### src/rtl/core_read_master.sv
// ---------------------------------------------------------------------------
// core_read_master
//
// Avalon-MM pipelined read master. On Start_i it fetches a burst of N
// consecutive 512-bit lines starting at INITIAL_ADDR and streams them, in
// order, to the downstream read buffer with First/Last markers. A one-cycle
// Done_o pulse reports the end of the job.
//
// Ports
//   clk, rst               clock, synchronous active-high reset
//   Start_i, LineCount_i,  job request (sampled only while idle);
//   AccuEn_i               AccuEn is driven onto address bit 63 for the job
//   Busy_o, Done_o         job status / one-cycle completion pulse
//   Avalon*                pipelined read master port (write side tied off)
//   ReadData_o,            head-of-buffer line and valid/ack handshake
//   ReadValid_o, ReadAck_i
//   First_o, Last_o        head line is the first / last line of the job
// ---------------------------------------------------------------------------
module core_read_master #(
    parameter logic [63:0] INITIAL_ADDR = 64'h0,
    parameter int          FIFO_DEPTH   = 8
) (
    input  logic         clk,
    input  logic         rst,
    input  logic         Start_i,
    input  logic [8:0]   LineCount_i,
    input  logic         AccuEn_i,
    output logic         Busy_o,
    output logic         Done_o,
    output logic [63:0]  AvalonAddr_o,
    output logic         AvalonRead_o,
    output logic         AvalonWrite_o,
    output logic [63:0]  AvalonByteEnable_o,
    output logic [511:0] AvalonWriteData_o,
    input  logic [511:0] AvalonReadData_i,
    input  logic         AvalonReadDataValid_i,
    output logic         AvalonLock_o,
    input  logic         AvalonWaitReq_i,
    output logic [511:0] ReadData_o,
    output logic         ReadValid_o,
    input  logic         ReadAck_i,
    output logic         First_o,
    output logic         Last_o
);

    localparam logic [1:0] IDLE  = 2'd0;
    localparam logic [1:0] ISSUE = 2'd1;
    localparam logic [1:0] DRAIN = 2'd2;
    localparam logic [1:0] DONE  = 2'd3;

    localparam int          PTR_W = $clog2(FIFO_DEPTH);
    localparam logic [9:0]  DEPTH = 10'(FIFO_DEPTH);
    localparam logic [62:0] BASE  = INITIAL_ADDR[62:0];

    logic [1:0]       state;
    logic [1:0]       state_next;
    logic [9:0]       line_count;
    logic             accu;
    logic [9:0]       issued;
    logic [9:0]       received;
    logic [9:0]       delivered;
    logic [9:0]       in_flight;
    logic             issue_fire;
    logic             push;
    logic             pop;
    logic             job_active;

    logic [511:0]     mem [FIFO_DEPTH];
    logic [PTR_W-1:0] wr_ptr;
    logic [PTR_W-1:0] rd_ptr;
    logic [PTR_W:0]   level;

    // issued - delivered covers both lines still in flight on the bus and
    // lines already sitting in the buffer, so this credit alone keeps the
    // buffer from overflowing.
    assign in_flight    = issued - delivered;
    assign AvalonRead_o = (state == ISSUE) && (issued < line_count) && (in_flight < DEPTH);
    assign issue_fire   = AvalonRead_o && !AvalonWaitReq_i;

    // Returns are only accepted while a job is running and a read is
    // outstanding; anything else is a stray beat and is dropped.
    assign job_active = (state == ISSUE) || (state == DRAIN);
    assign push       = AvalonReadDataValid_i && job_active && (received != issued);
    assign pop        = ReadValid_o && ReadAck_i;

    assign ReadValid_o = (level != '0);
    assign ReadData_o  = ReadValid_o ? mem[rd_ptr] : '0;
    assign First_o     = ReadValid_o && (delivered == 10'd0);
    assign Last_o      = ReadValid_o && (delivered == line_count - 10'd1);

    // The address is only presented while a request is on the bus, which
    // keeps it at zero when idle and stable across a waitrequest stall.
    assign AvalonAddr_o       = AvalonRead_o ? {accu, BASE + 63'(issued)} : 64'h0;
    assign AvalonLock_o       = AvalonRead_o;
    assign AvalonWrite_o      = 1'b0;
    assign AvalonByteEnable_o = {64{1'b1}};
    assign AvalonWriteData_o  = '0;

    assign Busy_o = (state != IDLE);
    assign Done_o = (state == DONE);

    // Job sequencing. An empty job passes through DRAIN for one cycle, where
    // delivered == N already holds, so it reaches DONE on its second busy
    // cycle. DRAIN looks ahead at the final handshake so that Done_o follows
    // the last accepted line by exactly one cycle.
    always_comb begin
        state_next = state;
        case (state)
            IDLE: begin
                if (Start_i) begin
                    state_next = (LineCount_i == 9'd0) ? DRAIN : ISSUE;
                end
            end
            ISSUE: begin
                if (issued == line_count) begin
                    state_next = DRAIN;
                end
            end
            DRAIN: begin
                if ((delivered == line_count) ||
                    (pop && (delivered + 10'd1 == line_count))) begin
                    state_next = DONE;
                end
            end
            DONE: begin
                state_next = IDLE;
            end
            default: begin
                state_next = IDLE;
            end
        endcase
    end

    // State, job parameters, event counters and buffer pointers. Starting a
    // job clears the counters; otherwise each counter follows its own event.
    always_ff @(posedge clk) begin
        if (rst) begin
            state      <= IDLE;
            line_count <= '0;
            accu       <= 1'b0;
            issued     <= '0;
            received   <= '0;
            delivered  <= '0;
            wr_ptr     <= '0;
            rd_ptr     <= '0;
            level      <= '0;
        end else begin
            state <= state_next;
            if ((state == IDLE) && Start_i) begin
                line_count <= {1'b0, LineCount_i};
                accu       <= AccuEn_i;
                issued     <= '0;
                received   <= '0;
                delivered  <= '0;
            end else begin
                if (issue_fire) begin
                    issued <= issued + 10'd1;
                end
                if (push) begin
                    received <= received + 10'd1;
                end
                if (pop) begin
                    delivered <= delivered + 10'd1;
                end
            end
            if (push) begin
                wr_ptr <= wr_ptr + 1'b1;
            end
            if (pop) begin
                rd_ptr <= rd_ptr + 1'b1;
            end
            case ({push, pop})
                2'b10:   level <= level + 1'b1;
                2'b01:   level <= level - 1'b1;
                default: level <= level;
            endcase
        end
    end

    // Buffer storage needs no reset; the level counter decides what is valid.
    always_ff @(posedge clk) begin
        if (push) begin
            mem[wr_ptr] <= AvalonReadData_i;
        end
    end

endmodule

### config.mk
export PLATFORM = sky130hd
export DESIGN_NAME = core_read_master
export DESIGN_NICKNAME = d
export VERILOG_FILES = /design/src/rtl/core_read_master.sv
export SDC_FILE = /design/constraint.sdc
export NUM_CORES = 2
export LEC_CHECK = 0
export CAP_MARGIN = 15
export CORE_ASPECT_RATIO = 0.7
export CORE_MARGIN = 4
export CORE_UTILIZATION = 35
export CTS_BUF_LIST = sky130_fd_sc_hd__clkbuf_4 sky130_fd_sc_hd__clkbuf_8
export DETAILED_ROUTE_END_ITERATION = 16
export GPL_TIMING_DRIVEN = 0
export PLACE_DENSITY = 0.55
export RECOVER_POWER = 25
export SYNTH_ARGS = -nofsm -noshare
export SYNTH_HDL_FRONTEND = slang
export SYNTH_SLANG_ARGS = --single-unit
### constraint.sdc
create_clock -name clk -period 88.6 [get_ports clk]
set_input_delay 26.58 -clock clk [delete_from_list [all_inputs] [get_ports clk]]
set_output_delay 26.58 -clock clk [all_outputs]
set_load 0.005 [all_outputs]
==> key figures <==
Status
  • Status: complete, no violations

Global routing
  • Initial antenna violation count: 271
  • Largest net degree at the start of global routing: 24
  • Grt total ovfl: 0
  • Total GRT Usage: 19.2%
  • Global-route wire length before repair: 656000 µm
  • Vias in the first global route: 85500

Worst setup path
  • Worst r2r src: state[1]
  • Crit-path max FO: 10
  • Worst Setup Path Type: reg -> out
  • Critical Path AT: 6.12 ns
  • Critical Path Start Type: flop
  • CP Data Required Time: 62.02 ns
  • CP endpoint kind: output pin

Final layout
  • Layout area overhead: 24.6%
  • Nets: 11000
  • Fraction of layout cells with a size suffix above 1: 29.9%
  • Final Cell Area: 203000 µm²

Run
  • Number of max-cap violations: 0

Placed design
  • Buffers added on ports: 1056
  • Post-DP Area: 191000 µm²
  • Dpl hpwl: 343000 µm
  • RePlAce Congestion: 0.779

Timing
  • Fmax: 0.0306 GHz
  • RSZ-0062 raised after global routing: no
  • Slew margin rel.: 25.4%
  • Final Max Tran Viols: 0
  • Min Tclk post-route: 32.70 ns
  • Final setup TNS: 0 ns
  • Worst-margin pin slew: 1.12 ns
  • Clock skew: 0.0934 ns
  • Fin crit share: 36.9%
  • Setup Viol. Count Final: 0
  • Hold Vio Cnt, Final: 0

Synth
  • Syn avg cell area: 21.4 µm²
  • Post-synth EDFFs: 4096
  • Warnings, synthesis: 0
  • Post-Synthesis Cell Area: 163000 µm²
  • Asr flop ratio synth: 0%
  • Ranking of synthesized cells by area: edfxtp_1 75%, mux4_2 14%, mux2i_1 3.2%, buf_4 2.9%, nor2_1 1.3%
  • Most common cell in the synthesized netlist: edfxtp_1
  • Sequential share of the synthesized area: 76.1%
  • Synth Instances: 7617
  • Most instantiated cells after synthesis: 4096 x edfxtp_1, 1024 x mux4_2, 632 x buf_4, 559 x nor2_1, 516 x mux2i_1
  • Distinct cells, synth: 62
  • Synth Flop Type: edfxtp_1
  • Top-area cell type share of the netlist area: 75.4%
  • Cell taking the most area after synthesis: edfxtp_1
  • Flops & latches, synth: 4151

Detailed routing
  • Drt initial violations: 7542
  • Via density per instance: 4.83
  • DR pass1 iterations: 5
  • Final WL: 473000 µm
  • Post-route ant nets: 0
  • Post-DR wirelength/cell: 27.4 µm
  • Residual DRC count: 0
  • Via count: 83600

CTS
  • H-tree depth: 6
  • Clock Tree Buf Depth: 4
  • Clock Latency Late Sink: 1.17 ns
  • Hold-fix buffers at CTS: 0
  • CTS buffer count: 642
  • Root buffer cell: clkbuf_8
  • CTS sink cnt: 4151
  • Clock transition at the registers of the reported paths: 0.06 ns
  • CTS tree: built
  • Post-CTS Setup Inserts: 0
  • CTS resizes: 0

Die
  • Die Ht: 579 µm
  • Die area: 477000 µm²
  • Chip width: 824 µm
  • Initial core utilization: 35.2%
  • FP Rows: 209
  • IO Count: 1688
  • Core Area: 464000 µm²

Hold path
  • Min-delay src: accu
  • Worst Hold Class: reg -> reg

Pwr
  • Sw Ratio: 22.1%
  • Sequential Power Share: 54.7%
  • Int Power: 3090 µW
  • LEAKAGE: 0.0652 µW
  • Combinational share of power: 5.4%
  • Max VDD drop: 0.0160 mV
  • Power per cell area: 19.5 nW/µm²
  • NetSw: 876 µW
  • Clock Power Share: 39.9%
==> kinds of logic (layout without fill, tap and decap cells) <==
group,count (synthesis),after routing,share of synthesized area [%]
adders and majority gates,33,33,0.258
muxes,1541,1541,17.3
buffers and inverters,1030,3748,3.89
and+or+nand+nor,714,714,1.81
xor gates and xnor gates,59,59,0.321
AOI/OAI and AO/OA,87,87,0.354
other,2,729,0.00460
DFF,4151,4151,76.1
==> layer usage <==
metal,GRT usage [%],vias to the layer above,wire (µm)
met5,0,-,620
met4,7.50,98,21300
met3,4.43,1045,32100
met2,32.3,3201,234000
met1,24.2,43600,185000
li1,-,35700,-
==> critical path, cell delays in order (launching register included) <==
cell and delay, ns:
dfxtp_1 0.32, clkbuf_2 0.60, buf_2 0.84, clkbuf_2 0.82
buf_1 0.69, mux4_2 0.36, mux2i_1 0.07, nor2_1 0.52
clkdlybuf4s50_1 0.65
==> power by group through the flow <==
stage | clock network [µW] | logic [µW] | registers [µW]
2_1_floorplan | 0 | 103 | 2220
6_report | 1580 | 213 | 2170
4_1_cts | 1630 | 217 | 2170
3_5_place_dp | 0 | 216 | 2210
5_1_grt | 1720 | 231 | 2170
3_3_place_gp | 0 | 206 | 2230
==> sequential cells by signal, summed over array words and instances, names as in the netlist, named ones only <==
register and count:
mem 4096, delivered 10, issued 10, received 10, line_count 9, level 4
rd_ptr 3, wr_ptr 3, state 2, accu 1
==> path summary, 6_finish.rpt <==
check | endpoint | slack (ns) | cells after the start
worst min register to register | accu | 0.46 | 2
worst max register to register | mem[0][25] | 82.71 | 22
worst min-delay path | accu | 0.46 | 2
worst max-delay path | ReadData_o[379] | 55.90 | 8
==> cells in the final DEF (no fill, tap or decap), types with 77 or more instances in the layout <==
cell type           n
edfxtp_1         4096
mux4_2           1024
clkdlybuf4s50_1   732
buf_4             650
clkbuf_8          648
conb_1            631
nor2_1            557
mux2i_1           516
buf_6             362
dlygate4sd3_1     324
clkbuf_4          194
clkbuf_1          178
clkinv_1          162
diode_2            98
buf_1              83
buf_2              80
buf_8              77
==> metrics by stage <==
| stage | hold slack, ns | power (µW) | utilization [%] | worst slack [ns] | std cells |
|---|---|---|---|---|---|
| 2_1_floorplan | 0.432 | 2320 | - | 22.28 | 8246 |
| 3_3_place_gp | 0.448 | 2430 | 39.7 | -25.51 | 15500 |
| 3_5_place_dp | 0.465 | 2420 | 41.1 | 56.40 | 16000 |
| 4_1_cts | 0.473 | 4010 | 43.8 | 55.39 | 17200 |
| 5_1_grt | 0.488 | 4120 | 43.8 | 55.54 | 17300 |
| 6_report | 0.463 | 3960 | 43.9 | 55.90 | 17300 |
==> area by class of cell <==
| type | count | area (µm²) |
|---|---|---|
| buffer | 993 | 6230 |
| clock buffer | 842 | 10400 |
| inverter | 37 | 139 |
| clock inverter | 301 | 2070 |
| timing repair buffer | 1575 | 17300 |
| tap | 6224 | 7790 |
| multi-input combinational | 3065 | 35100 |
| sequential | 4151 | 124000 |
| antenna | 98 | 245 |
| fill | 40000 | 260000 |
Note: power is estimated with default switching activity, not from simulation.
